$ cat config.mk
export PLATFORM = sky130hd
export DESIGN_NAME = regmodel0_regmodel_core_reg_intf_reqissue_flat
export DESIGN_NICKNAME = d
export VERILOG_FILES = /design/src/rtl/regmodel0_regmodel_core_reg_intf_reqissue_pkg.sv /design/src/rtl/regmodel0_regmodel_core_reg_intf_reqissue_if.sv /design/src/rtl/regmodel0_regmodel_core_reg_intf_reqissue_timeout_ctr.sv /design/src/rtl/regmodel0_regmodel_core_reg_intf_reqissue.sv /design/src/flat_wrapper.sv
export SDC_FILE = /design/constraint.sdc
export NUM_CORES = 1
export LEC_CHECK = 0
export BUFFER_PORTS_ARGS = -buffer_cell sky130_fd_sc_hd__buf_2
export CORE_MARGIN = 5
export CORE_UTILIZATION = 51
export CTS_BUF_LIST = sky130_fd_sc_hd__clkbuf_8
export DETAILED_ROUTE_END_ITERATION = 8
export MAX_ROUTING_LAYER = met4
export PLACE_DENSITY = 0.88
export REMOVE_ABC_BUFFERS = 1
export SETUP_SLACK_MARGIN = 0.4
export SLEW_MARGIN = 10
export SYNTH_ARGS = -nofsm -noshare
export SYNTH_HDL_FRONTEND = slang
export SYNTH_SLANG_ARGS = --single-unit
$ cat constraint.sdc
create_clock -name payload_cgm_clk -period 3.4 [get_ports payload_cgm_clk]
set_input_delay 0.68 -clock payload_cgm_clk [delete_from_list [all_inputs] [get_ports payload_cgm_clk]]
set_output_delay 0.68 -clock payload_cgm_clk [all_outputs]
set_load 0.05 [all_outputs]
$ cat src/rtl/regmodel0_regmodel_core_reg_intf_reqissue_pkg.sv
// Shared types and field offsets for the regmodel0 register-interface request issuer.
package regmodel0_reqissue_pkg;

  typedef enum logic [2:0] {
    ST_INIT = 3'd0,
    ST_IDLE = 3'd1,
    ST_REQ  = 3'd2,
    ST_WAIT = 3'd3,
    ST_DONE = 3'd4
  } state_t;

  localparam logic [1:0] STATUS_OK      = 2'b00;
  localparam logic [1:0] STATUS_TIMEOUT = 2'b11;

  // Response payload is {status[1:0], rdata[31:0]}.
  localparam int RSP_STATUS_LSB = 32;
  localparam int DATA_W         = 32;

  // Request payload is {write, addr[ADDR_W-1:0], wdata[31:0]}.
  function automatic int req_write_bit(input int addr_w);
    return addr_w + 32;
  endfunction

endpackage

$ cat src/rtl/regmodel0_regmodel_core_reg_intf_reqissue_if.sv
// Host command, request, response and completion channels of the request issuer.
interface regmodel0_regmodel_core_reg_intf_reqissue_if #(
  parameter int ADDR_W = 16
);
  // Every channel is valid/ready: a transfer happens on a clock edge where both are high;
  // the sender keeps valid and its payload stable until that edge, ready may change freely.
  logic              cmd_valid_i;
  logic              cmd_ready_o;
  logic              cmd_write_i;
  logic [ADDR_W-1:0] cmd_addr_i;
  logic [31:0]       cmd_wdata_i;

  logic              req_valid_o;
  logic              req_ready_i;
  logic [ADDR_W+32:0] req_payload_o;

  logic              rsp_valid_i;
  logic              rsp_ready_o;
  logic [33:0]       rsp_payload_i;

  logic              done_valid_o;
  logic              done_ready_i;
  logic [31:0]       done_rdata_o;
  logic [1:0]        done_status_o;

  logic              clk_enable_o;

  // Core side of the channels.
  modport slave (
    input  cmd_valid_i, cmd_write_i, cmd_addr_i, cmd_wdata_i,
    output cmd_ready_o,
    output req_valid_o, req_payload_o,
    input  req_ready_i,
    input  rsp_valid_i, rsp_payload_i,
    output rsp_ready_o,
    output done_valid_o, done_rdata_o, done_status_o,
    input  done_ready_i,
    output clk_enable_o
  );

  // Environment side: host, responder and clock-gate controller.
  modport master (
    output cmd_valid_i, cmd_write_i, cmd_addr_i, cmd_wdata_i,
    input  cmd_ready_o,
    input  req_valid_o, req_payload_o,
    output req_ready_i,
    output rsp_valid_i, rsp_payload_i,
    input  rsp_ready_o,
    input  done_valid_o, done_rdata_o, done_status_o,
    output done_ready_i,
    input  clk_enable_o
  );
endinterface

$ cat src/rtl/regmodel0_regmodel_core_reg_intf_reqissue_timeout_ctr.sv
// Response timeout counter: synchronous clear, count enable, saturates at LIMIT, flags LIMIT-1.
module regmodel0_reqissue_timeout_ctr #(
  parameter int LIMIT = 1024,
  localparam int CNT_W = $clog2(LIMIT + 1)
) (
  input  logic payload_cgm_clk,
  input  logic hw_reset_n,
  input  logic clr,
  input  logic en,
  output logic expired
);
  localparam logic [CNT_W-1:0] LAST = CNT_W'(LIMIT - 1);
  localparam logic [CNT_W-1:0] SAT  = CNT_W'(LIMIT);

  logic [CNT_W-1:0] count_q;

  always_ff @(posedge payload_cgm_clk or negedge hw_reset_n) begin
    if (!hw_reset_n) begin
      count_q <= '0;
    end else if (clr) begin
      count_q <= '0;
    end else if (en && (count_q != SAT)) begin
      count_q <= count_q + 1'b1;
    end
  end

  assign expired = (count_q == LAST);

endmodule

$ cat src/rtl/regmodel0_regmodel_core_reg_intf_reqissue.sv
// Initiator end of the regmodel0 core register interface: one outstanding command at a time.
// Response timeout and stale-response draining exist only with REGMODEL0_REQISSUE_TIMEOUT_EN.
module regmodel0_regmodel_core_reg_intf_reqissue
  import regmodel0_reqissue_pkg::*;
#(
  parameter int ADDR_W         = 16,
  parameter int TIMEOUT_CYCLES = 1024
) (
  input  logic   payload_cgm_clk,
  input  logic   hw_reset_n,
  input  logic   func_reset_n,
  regmodel0_regmodel_core_reg_intf_reqissue_if.slave bus,
  output state_t dbg_state_o,
  output logic   dbg_stale_o
);
  localparam int PW     = ADDR_W + 33;
  localparam int WR_BIT = req_write_bit(ADDR_W);

  if (TIMEOUT_CYCLES < 2) begin : g_bad_timeout
    $error("TIMEOUT_CYCLES must be at least 2");
  end

  state_t            state_q, state_d;
  logic              stale_q, stale_d;
  logic [PW-1:0]     req_q;
  logic [DATA_W-1:0] rdata_q;
  logic [1:0]        status_q;
  logic              cmd_rdy_q, req_vld_q, rsp_rdy_q, done_vld_q;

  logic cmd_fire, req_fire, wait_rsp, timeout_hit, late_drop;

  assign cmd_fire = bus.cmd_valid_i && bus.cmd_ready_o;
  assign req_fire = (state_q == ST_REQ) && bus.req_ready_i;
  assign wait_rsp = (state_q == ST_WAIT) && bus.rsp_valid_i;

`ifdef REGMODEL0_REQISSUE_TIMEOUT_EN
  logic expired;

  regmodel0_reqissue_timeout_ctr #(
    .LIMIT (TIMEOUT_CYCLES)
  ) u_timeout_ctr (
    .payload_cgm_clk (payload_cgm_clk),
    .hw_reset_n      (hw_reset_n),
    .clr             (!func_reset_n || req_fire),
    .en              (state_q == ST_WAIT),
    .expired         (expired)
  );

  // A response landing on the expiry cycle takes priority over the timeout.
  assign timeout_hit = (state_q == ST_WAIT) && expired && !bus.rsp_valid_i;
  assign late_drop   = stale_q && bus.rsp_valid_i &&
                       (state_q != ST_WAIT) && (state_q != ST_INIT);
`else
  assign timeout_hit = 1'b0;
  assign late_drop   = 1'b0;
`endif

  always_comb begin
    state_d = state_q;
    stale_d = stale_q;
    case (state_q)
      ST_INIT: state_d = ST_IDLE;
      ST_IDLE: if (cmd_fire) state_d = ST_REQ;
      ST_REQ:  if (bus.req_ready_i) state_d = ST_WAIT;
      ST_WAIT: begin
        if (bus.rsp_valid_i) begin
          state_d = ST_DONE;
        end else if (timeout_hit) begin
          state_d = ST_DONE;
          stale_d = 1'b1;
        end
      end
      ST_DONE: if (bus.done_ready_i) state_d = ST_IDLE;
      default: state_d = ST_INIT;
    endcase
    if (late_drop) stale_d = 1'b0;
    if (!func_reset_n) begin
      state_d = ST_INIT;
      stale_d = 1'b0;
    end
  end

  // Handshake outputs are registered from the next state so they change only on clock edges.
  always_ff @(posedge payload_cgm_clk or negedge hw_reset_n) begin
    if (!hw_reset_n) begin
      state_q    <= ST_INIT;
      stale_q    <= 1'b0;
      cmd_rdy_q  <= 1'b0;
      req_vld_q  <= 1'b0;
      rsp_rdy_q  <= 1'b0;
      done_vld_q <= 1'b0;
      req_q      <= '0;
      rdata_q    <= '0;
      status_q   <= STATUS_OK;
    end else begin
      state_q    <= state_d;
      stale_q    <= stale_d;
      cmd_rdy_q  <= (state_d == ST_IDLE) && !stale_d;
      req_vld_q  <= (state_d == ST_REQ);
      rsp_rdy_q  <= (state_d == ST_WAIT) || (stale_d && (state_d != ST_INIT));
      done_vld_q <= (state_d == ST_DONE);
      if (!func_reset_n) begin
        req_q    <= '0;
        rdata_q  <= '0;
        status_q <= STATUS_OK;
      end else begin
        if (cmd_fire) begin
          req_q[WR_BIT]              <= bus.cmd_write_i;
          req_q[WR_BIT-1 -: ADDR_W]  <= bus.cmd_addr_i;
          req_q[DATA_W-1:0]          <= bus.cmd_wdata_i;
        end
        if (wait_rsp) begin
          rdata_q  <= bus.rsp_payload_i[DATA_W-1:0];
          status_q <= bus.rsp_payload_i[RSP_STATUS_LSB +: 2];
        end else if (timeout_hit) begin
          rdata_q  <= '0;
          status_q <= STATUS_TIMEOUT;
        end
      end
    end
  end

  assign bus.cmd_ready_o   = cmd_rdy_q && func_reset_n;
  assign bus.req_valid_o   = req_vld_q;
  assign bus.req_payload_o = req_q;
  assign bus.rsp_ready_o   = rsp_rdy_q;
  assign bus.done_valid_o  = done_vld_q;
  assign bus.done_rdata_o  = rdata_q;
  assign bus.done_status_o = status_q;
  assign bus.clk_enable_o  = (state_q != ST_IDLE) || bus.cmd_valid_i ||
                             bus.rsp_valid_i || stale_q;

  assign dbg_state_o = state_q;
  assign dbg_stale_o = stale_q;

endmodule

$ cat src/flat_wrapper.sv
// flat-port wrapper written by rule: the top's interface ports become plain ports
module regmodel0_regmodel_core_reg_intf_reqissue_flat import regmodel0_reqissue_pkg::*;
#(
  parameter int ADDR_W         = 16,
  parameter int TIMEOUT_CYCLES = 1024
)
  (payload_cgm_clk, hw_reset_n, func_reset_n, dbg_state_o, dbg_stale_o, bus_cmd_valid_i, bus_cmd_write_i, bus_cmd_addr_i, bus_cmd_wdata_i, bus_cmd_ready_o, bus_req_valid_o, bus_req_payload_o, bus_req_ready_i, bus_rsp_valid_i, bus_rsp_payload_i, bus_rsp_ready_o, bus_done_valid_o, bus_done_rdata_o, bus_done_status_o, bus_done_ready_i, bus_clk_enable_o);
  regmodel0_regmodel_core_reg_intf_reqissue_if #(.ADDR_W(ADDR_W)) bus_i ();
  input  logic payload_cgm_clk;
  input  logic hw_reset_n;
  input  logic func_reset_n;
  output state_t dbg_state_o;
  output logic dbg_stale_o;
  input wire logic [$bits(bus_i.cmd_valid_i)-1:0] bus_cmd_valid_i;
  input wire logic [$bits(bus_i.cmd_write_i)-1:0] bus_cmd_write_i;
  input wire logic [$bits(bus_i.cmd_addr_i)-1:0] bus_cmd_addr_i;
  input wire logic [$bits(bus_i.cmd_wdata_i)-1:0] bus_cmd_wdata_i;
  output wire logic [$bits(bus_i.cmd_ready_o)-1:0] bus_cmd_ready_o;
  output wire logic [$bits(bus_i.req_valid_o)-1:0] bus_req_valid_o;
  output wire logic [$bits(bus_i.req_payload_o)-1:0] bus_req_payload_o;
  input wire logic [$bits(bus_i.req_ready_i)-1:0] bus_req_ready_i;
  input wire logic [$bits(bus_i.rsp_valid_i)-1:0] bus_rsp_valid_i;
  input wire logic [$bits(bus_i.rsp_payload_i)-1:0] bus_rsp_payload_i;
  output wire logic [$bits(bus_i.rsp_ready_o)-1:0] bus_rsp_ready_o;
  output wire logic [$bits(bus_i.done_valid_o)-1:0] bus_done_valid_o;
  output wire logic [$bits(bus_i.done_rdata_o)-1:0] bus_done_rdata_o;
  output wire logic [$bits(bus_i.done_status_o)-1:0] bus_done_status_o;
  input wire logic [$bits(bus_i.done_ready_i)-1:0] bus_done_ready_i;
  output wire logic [$bits(bus_i.clk_enable_o)-1:0] bus_clk_enable_o;
  assign bus_i.cmd_valid_i = bus_cmd_valid_i;
  assign bus_i.cmd_write_i = bus_cmd_write_i;
  assign bus_i.cmd_addr_i = bus_cmd_addr_i;
  assign bus_i.cmd_wdata_i = bus_cmd_wdata_i;
  assign bus_cmd_ready_o = bus_i.cmd_ready_o;
  assign bus_req_valid_o = bus_i.req_valid_o;
  assign bus_req_payload_o = bus_i.req_payload_o;
  assign bus_i.req_ready_i = bus_req_ready_i;
  assign bus_i.rsp_valid_i = bus_rsp_valid_i;
  assign bus_i.rsp_payload_i = bus_rsp_payload_i;
  assign bus_rsp_ready_o = bus_i.rsp_ready_o;
  assign bus_done_valid_o = bus_i.done_valid_o;
  assign bus_done_rdata_o = bus_i.done_rdata_o;
  assign bus_done_status_o = bus_i.done_status_o;
  assign bus_i.done_ready_i = bus_done_ready_i;
  assign bus_clk_enable_o = bus_i.clk_enable_o;
  regmodel0_regmodel_core_reg_intf_reqissue #(.ADDR_W(ADDR_W), .TIMEOUT_CYCLES(TIMEOUT_CYCLES)) u_core (.payload_cgm_clk(payload_cgm_clk), .hw_reset_n(hw_reset_n), .func_reset_n(func_reset_n), .bus(bus_i), .dbg_state_o(dbg_state_o), .dbg_stale_o(dbg_stale_o));
endmodule
After elaboration in Yosys (flattened, before gate mapping)
Cells that the tools add are included.
W data, S select, Z words.
{ "totals": {"wordCells": 45, "output_inout_bits": 92, "reg_bits": 91, "inputBits": 90} }
{ "op_classes": {"muxes": 13, "n_reduce_logical": 12, "n_eq_ne": 11} }
{ "ops": {"columns": ["op", "n"], "rows": [
  ["$mux W49", 2],
  ["$mux W32", 2],
  ["$mux W3", 5],
  ["$pmux W3 S5", 1],
  ["$eq A3 B2 Y1 const B", 4],
  ["$eq A3 B1 Y1 const B", 2],
  ["$eq A3 B3 Y1 const B", 2],
  ["$logic_and A1 B1 Y1", 5],
  ["$logic_or A1 B1 Y1", 4],
  ["$mux W2", 2],
  ["$ne A2 B1 Y1 const B", 2],
  ["$logic_not A3 Y1", 1],
  ["$ne A3 B1 Y1 const B", 1],
  ["$reduce_bool A3 Y1", 1],
  ["$logic_not A1 Y1", 1],
  ["$mux W1", 1]
]} }

Logic depth before layout (Yosys ltp)
Gate-level depths: netlist (run 1).
{ "logic_depth": {"ltp_word": 8, "mapped_depth": 7, "ltp_nobuf": 4} }

Least setup slack after synthesis (run 1)
Ideal clock, no wire load.
{ "synth_timing": {"path_type": "input -> output", "from": "input func_reset_n", "to": "output bus_cmd_ready_o", "path_slack_ns": 1.165, "cell_stages": 3, "t_arrival_ns": 1.555, "required_time_ns": 2.720, "path_buffers": 2, "cell_sequence": "buf_2 -> clkbuf_1 -> and2_1"} }
{ "synth_via": {"elab_chain_len": 1} }
{ "synth_rtl": {"columns": ["item", "line_no", "text"], "rows": [
  ["start: declaration", "flat_wrapper.sv:11", "input logic func_reset_n;"],
  ["$logic_and A1 B1 Y1", "regmodel0_regmodel_core_reg_intf_reqissue.sv:123", "assign bus.cmd_ready_o = cmd_rdy_q && func_reset_n;"],
  ["end: declaration", "flat_wrapper.sv:18", "output wire logic [$bits(bus_i.cmd_ready_o)-1:0] bus_cmd_ready_o;"]
]} }
No other way between the ends.

Worst setup path in the final report (run 1)
{ "layout_timing": {"from": "register u_core.state_q[1], in the netlist u_core.dbg_state_o[1]", "to": "output bus_clk_enable_o"} }
{ "layout_via": {"elab_chain_len": 4} }
{ "layout_rtl": {"columns": ["item", "line_no", "text"], "rows": [
  ["start: declaration", "regmodel0_regmodel_core_reg_intf_reqissue.sv:23", "state_t state_q, state_d;"],
  ["start signal: assignment", "regmodel0_regmodel_core_reg_intf_reqissue.sv:96", "state_q <= state_d;"],
  ["$ne A3 B1 Y1", "regmodel0_regmodel_core_reg_intf_reqissue.sv:130", "assign bus.clk_enable_o = (state_q != ST_IDLE) || bus.cmd_valid_i ||"],
  ["$logic_or A1 B1 Y1 (2 in series)", "regmodel0_regmodel_core_reg_intf_reqissue.sv:130", null],
  ["$logic_or A1 B1 Y1", "regmodel0_regmodel_core_reg_intf_reqissue.sv:131", "bus.rsp_valid_i || stale_q;"],
  ["end: declaration", "flat_wrapper.sv:29", "output wire logic [$bits(bus_i.clk_enable_o)-1:0] bus_clk_enable_o;"]
]} }
No other way between the ends.

==> out/qor.txt, run 1 <==
Main synth FF type - dfrtp_1
WL final - 9780 um
Buffers & Inverters on Critical Path - 1
CP Cell Sequence - nor4_1, nand2_1, buf_2
Clock transition at the registers of the reported paths - 0.08 ns
IO buf count - 181
Post-cts hold buffer count - 0
Setup Crit Path Kind - reg2out
GRT Total Usage - 22.6%
Min cycle time layout - 2.12 ns
H-tree lvl count - 3
Asr flop ratio synth - 100%
First DRT Iteration DRCs - 214
Avg Inst Size Synth - 9.12 um^2
Critical path's slowest cell - dfrtp_1
Ports - 182
Grt total ovfl - 0
Die Ht - 94.6 um
Antenna violations before repair - 1
Status - finished, final reports clean
RSZ-0062 raised after global routing - no
CTS sink cnt - 91
First-pass GRT wire length - 15400 um
HP Class - in2async
Ys Warns - 0
Clock Root Buffer - clkbuf_8
Detail Placement HPWL - 7070 um
Final Hold Viols - 0
Final Skew - 0.0109 ns
Layout cells sized above 1 - 35.8%
Vias per cell - 5.03
Routability cong. - 0.797
VDD IR-drop max - 0.323 mV
Die area - 8950 um^2
TritonCTS Buffers - 9
Leak Pwr - 2.52 nW
Measured slew at the worst slew-check pin - 0.796 ns
Top-area cell type share of the netlist area - 62.4%
# setup viols final - 0
Clock latency on the worst-skew pair - 0.34 ns
Antenna Violating Nets Remaining - 0
Slew Limit Fails - 0
Crit share post-route - 62.3%
Area Growth Syn to Fin - 31.8%
Max Freq - 0.472 GHz
Finished Layout Cells - 669
Setup Buffers After CTS - 0
Largest net degree at the start of global routing - 92
#FFs+latches synth - 91
WP data arrival - 1.44 ns
DR WL/cell - 14.6 um
# fillers - 539
Yosys top cell by area - dfrtp_1
Initial Util - 53.1%
CP startpoint kind - register
First-pass DRT Iterations - 5
Setup TNS - 0 ns
Critical Path Max Stage Delay - 0.49 ns
Post-synthesis cell count - 400
CP max FO - 11
Cell Rows - 30
Synth area leaders - dfrtp_1 62%, nand2_1 17%, o21ai_0 6.9%, a21oi_1 4.7%, clkbuf_1 2.0%
Top cell family by delay on the critical path - flip-flops
Setup crit end kind - primary output
Placed Cells incl. Taps - 652
Post-synth EDFFs - 0
Vias in the first global route - 3224
Final net count - 657
Vias - 3366
CTS resizes - 0
Clk buf depth - 2
CP required - 2.72 ns
Total core area - 6870 um^2
PD cells - 473 nW/um^2
CTS tree - yes
Synth unique cells - 26
Die width - 94.6 um
Maxcap violations - 0
Sequential fraction of the synthesis area - 62.4%
Residual DRC - 0
Worst slew margin - 46.9%
Netlist Area Pre-Place - 3650 um^2
## power by group
part	internal, W	switching [W]
Clock	0.000451	0.000357
Combinational	0.0000861	0.000237
Sequential	0.00112	0.0000238
## cells by family (layout without fill, tap and decap cells)
logic type | count (synthesis) | count (layout) | synth area share, %
buf+inv | 30 | 202 | 3.77
other cells | 0 | 1 | 0
simple gates | 191 | 191 | 21.2
compound gates | 88 | 88 | 12.6
flops | 91 | 91 | 62.4
## state kept, by name, indices dropped and copies added (netlist names)
name                      count
u_core.bus.done_valid_o       1
u_core.bus.req_valid_o        1
u_core.bus.done_status_o      2
u_core.bus.done_rdata_o      32
u_core.dbg_state_o            3
u_core.dbg_stale_o            1
u_core.cmd_rdy_q              1
u_core.bus.req_payload_o     49
u_core.bus.rsp_ready_o        1
## per-layer routing
layer	vias up	track usage [%]	part of all wire, %
met2	174	33.9	45
met3	8	7.25	10
met5	-	-	0
li1	1625	-	-
met4	0	5.65	0.92
met1	1559	30.2	44
## cells in the mapped netlist (2+ instances only)
master,instances
buf_6,2
buf_2,8
clkbuf_1,19
dfrtp_1,91
nor2_1,5
nand3_1,2
nor3b_1,2
a21oi_1,34
nand2_1,169
and2_1,3
o21ai_0,50
## metrics by stage
step                cell area, um^2  total power, W  utilization, %  hold WS [ns]  worst slack [ns]
floorplan                      3510         0.00134               -         0.384             0.335
global placement               4570         0.00148            66.6         0.506              1.24
detailed placement             4570         0.00149            66.6         0.512              1.15
CTS                            4800         0.00230            69.9         0.518              1.26
global route                   4810         0.00237            70.0         0.459              1.15
finish                         4810         0.00227            70.0         0.406              1.28
## layout by cell type, fill, tap and decap left out, types with 2 or more instances in the layout
master | netlist | layout
nand2_1 | 169 | 169
dfrtp_1 | 91 | 91
nor2_1 | 5 | 5
nor3b_1 | 2 | 2
buf_2 | 8 | 180
inv_1 | 1 | 2
clkbuf_8 | 0 | 11
nand3_1 | 2 | 2
a21oi_1 | 34 | 34
and2_1 | 3 | 3
bufinv_16 | 0 | 2
o21ai_0 | 50 | 50
buf_4 | 0 | 4
## final timing paths
check	depth (start not counted)	start	slack, ns	end
setup / recovery	3	u_core.dbg_state_o[1]	1.28	bus_clk_enable_o
hold / removal	1	hw_reset_n	0.41	u_core.bus.done_rdata_o[1]
setup reg to reg	3	u_core.cmd_rdy_q	1.58	u_core.bus.req_payload_o[5]
hold reg to reg	2	u_core.bus.done_rdata_o[1]	0.52	u_core.bus.done_rdata_o[1]
max in group asynchronous	1	hw_reset_n	2.46	u_core.bus.req_payload_o[22]
min in group payload_cgm_clk	2	u_core.bus.done_rdata_o[1]	0.52	u_core.bus.done_rdata_o[1]
## cell type report
type	instances	area, um^2	area share (%)
multi-input combinational	279	1230	25.7
antenna	1	2.50	0.0520
sequential	91	2280	47.4
inverter	1	3.75	0.0781
tap	96	120	2.50
clock buffer	11	151	3.15
clock inverter	5	76.3	1.59
timing repair buffer	185	942	19.6
(Power assumes the default switching activity.)
==> run 2: changes to the inputs <==
- CORE_UTILIZATION: 51 -> 47
- PLACE_DENSITY: 0.88 -> 0.82
- clock period: 3.4 -> 2.15 ns (I/O delays scaled with it)
==> run 2 against run 1 <==
Non-clock buffer count is 4 higher. Clock power is 53% higher. Register-to-register slack worse by 0.99 ns. Global-route usage is 2.5 points lower. Critical path depth stayed put. Via count is 2.1% lower. Combinational power is 62% higher. Sequential cell count stayed put. First-iteration DRC count is 45% lower. Die area is 7.6% higher. Clock skew is 0.00058 ns higher. Highest routed layer unchanged. Critical endpoint unchanged. Design area is 1.3% higher.
==> out/qor.txt, run 2 (synthesis results as in run 1) <==
RSZ-0062 raised after global routing - no
Area Growth Syn to Fin - 33.5%
Layout cells sized above 1 - 36.7% (+0.86 points)
# setup viols final - 0 (unchanged)
CP startpoint - u_core.dbg_state_o[0]
Area taken by multi-input logic gates - 1240 um^2 (+0.51%)
Vias per cell - 4.87 (-3.2%)
Routability cong. - 0.865 (+8.6%)
Antenna violations before repair - 0 (-1)
CP Cell Sequence - nor2b_2, nand2_1, buf_6
Placed Cells incl. Taps - 660 (+1.2%)
Measured slew at the worst slew-check pin - 0.466 ns (-0.330 ns)
First DRT Iteration DRCs - 118 (-45%)
CTS tree - yes
First-pass DRT Iterations - 5 (unchanged)
Final Skew - 0.0115 ns (+0.000575 ns)
Design Area, Final - 4870 um^2 (+1.3%)
Detail Placement HPWL - 6930 um (-1.9%)
CTS sink cnt - 91 (unchanged)
VDD IR-drop max - 0.334 mV (+3.6%)
HP Class - in2reg
WL final - 9550 um (-2.3%)
Buffers & Inverters on Critical Path - 1 (unchanged)
Top cell family by delay on the critical path - flip-flops
Grt total ovfl - 0 (unchanged)
Clock latency on the worst-skew pair - 0.34 ns (about the same)
Slew Limit Fails - 0 (unchanged)
Worst slew margin - 68.5% (+22 points)
Critical path's slowest cell - dfrtp_2
# fillers - 658 (+22%)
Reg area - 2280 um^2 (+0.17%)
DR WL/cell - 14.1 um (-3.5%)
Clock Root Buffer - clkbuf_8
Max Freq - 0.601 GHz
Maxcap violations - 0 (unchanged)
# diodes - 0 (-1)
Largest net degree at the start of global routing - 97 (+5.4%)
Reg2reg path depth - 4 (+1)
GRT Total Usage - 20.1% (-2.5 points)
Total core area - 7650 um^2 (+11%)
Status - finished, final reports clean
Vias - 3296 (-2.1%)
Max reg flops - 49 (unchanged)
Die Ht - 98.1 um (+3.7%)
FF-to-FF Start - u_core.dbg_state_o[0]
CP startpoint kind - register
Most frequent cells in the layout - 179 x buf_2, 169 x nand2_1, 88 x dfrtp_1
Final core utilization - 63.7% (-6.3 points)
R2r endpoint - u_core.cmd_rdy_q
Worst Setup EP - bus_clk_enable_o
Setup Crit Path Kind - reg2out
Die width - 98.1 um (+3.7%)
Dpl cell area - 4620 um^2 (+1.0%)
PD cells - 731 nW/um^2 (+55%)
IO buf count - 181 (unchanged)
Pre-CTS setup slack - 0.555 ns (-0.595 ns)
Antenna Violating Nets Remaining - 0 (unchanged)
Cell Rows - 32 (+6.7%)
Critical Path Max Stage Delay - 0.44 ns (-0.05 ns)
Residual DRC - 0 (unchanged)
Die area - 9620 um^2 (+7.6%)
Hold WS - 0.281 ns (-0.125 ns)
Finished Layout Cells - 677 (+1.2%)
Worst Slack Setup Final - 0.487 ns (-0.794 ns)
CP required - 1.72 ns (-1.00 ns)
First-pass GRT wire length - 15200 um (-0.98%)
WP data arrival - 1.23 ns (-0.21 ns)
Final net count - 661 (+0.61%)
Ports - 182 (unchanged)
Setup crit end kind - primary output
Clock transition at the registers of the reported paths - 0.09 ns (about the same)
CP Depth - 3 (unchanged)
Crit share post-route - 77.3%
Most common cell after layout, fill and taps aside - buf_2
CP max FO - 9 (-2)
H-tree lvl count - 3 (unchanged)
Clk buf depth - 2 (unchanged)
Min cycle time layout - 1.66 ns
Initial Util - 47.7% (-5.4 points)
TritonCTS Buffers - 9 (unchanged)
Final Hold Viols - 0 (unchanged)
Reg2Reg Setup Slack - 0.59 ns (-0.99 ns)
Leak Pwr - 2.54 nW (+0.58%)
Vias in the first global route - 3260 (+1.1%)
run 2: tightest hold or removal path: stages:
cell and delay [ns]:
buf_2 0.07, nand2_1 0.03, o21ai_0 0.06
run 2: routing by layer:
layer / track usage [%] / wire length, um
met5: - / 0
met4: 6.28 / 117
met3: 6.64 / 973
met1: 27.2 / 4240
met2: 29.0 / 4220
run 2: final cells by class:
type | instances | area share (%)
Clock buffer | 10 | 2.82
Clock inverter | 5 | 1.62
Inverter | 1 | 0.0770
Multi-Input combinational cell | 279 | 25.5
Sequential cell | 91 | 46.8
Tap cell | 102 | 2.62
Timing Repair Buffer | 189 | 20.6
run 2: repair_timing:
item                                   in CTS  in global routing
resized for setup                           4                  2
setup endpoints to repair                   1                  1
hold buffers                                1                  0
pin swaps                                   0                  1
endpoints found under the hold margin      19                  0
buffers inserted                            1                  0
run 2: worst min-delay path by stage:
stage | from | cells after the start | slack (ns) | to
5_1_grt | bus_cmd_wdata_i[17] | 3 | 0.27 | u_core.bus.req_payload_o[17]
2_1_floorplan | hw_reset_n | 0 | 0.13 | u_core.bus.done_rdata_o[0]
3_3_place_gp | hw_reset_n | 1 | 0.33 | u_core.bus.done_rdata_o[12]
6_report | bus_cmd_wdata_i[17] | 3 | 0.28 | u_core.bus.req_payload_o[17]
3_5_place_dp | hw_reset_n | 1 | 0.33 | u_core.bus.done_rdata_o[14]
4_1_cts | bus_cmd_wdata_i[17] | 3 | 0.27 | u_core.bus.req_payload_o[17]
run 2: through the flow:
stage	total power, W	setup TNS [ns]
floorplan	0.00212	-15.46
global placement	0.00235	0
detailed placement	0.00236	0
CTS	0.00359	0
global route	0.00371	0
finish	0.00356	0
run 2: power breakdown:
group	total, W	switching (W)	internal [W]
combinational	0.000522	0.000376	0.000146
clock	0.00124	0.000561	0.000676
sequential	0.00180	0.0000348	0.00177
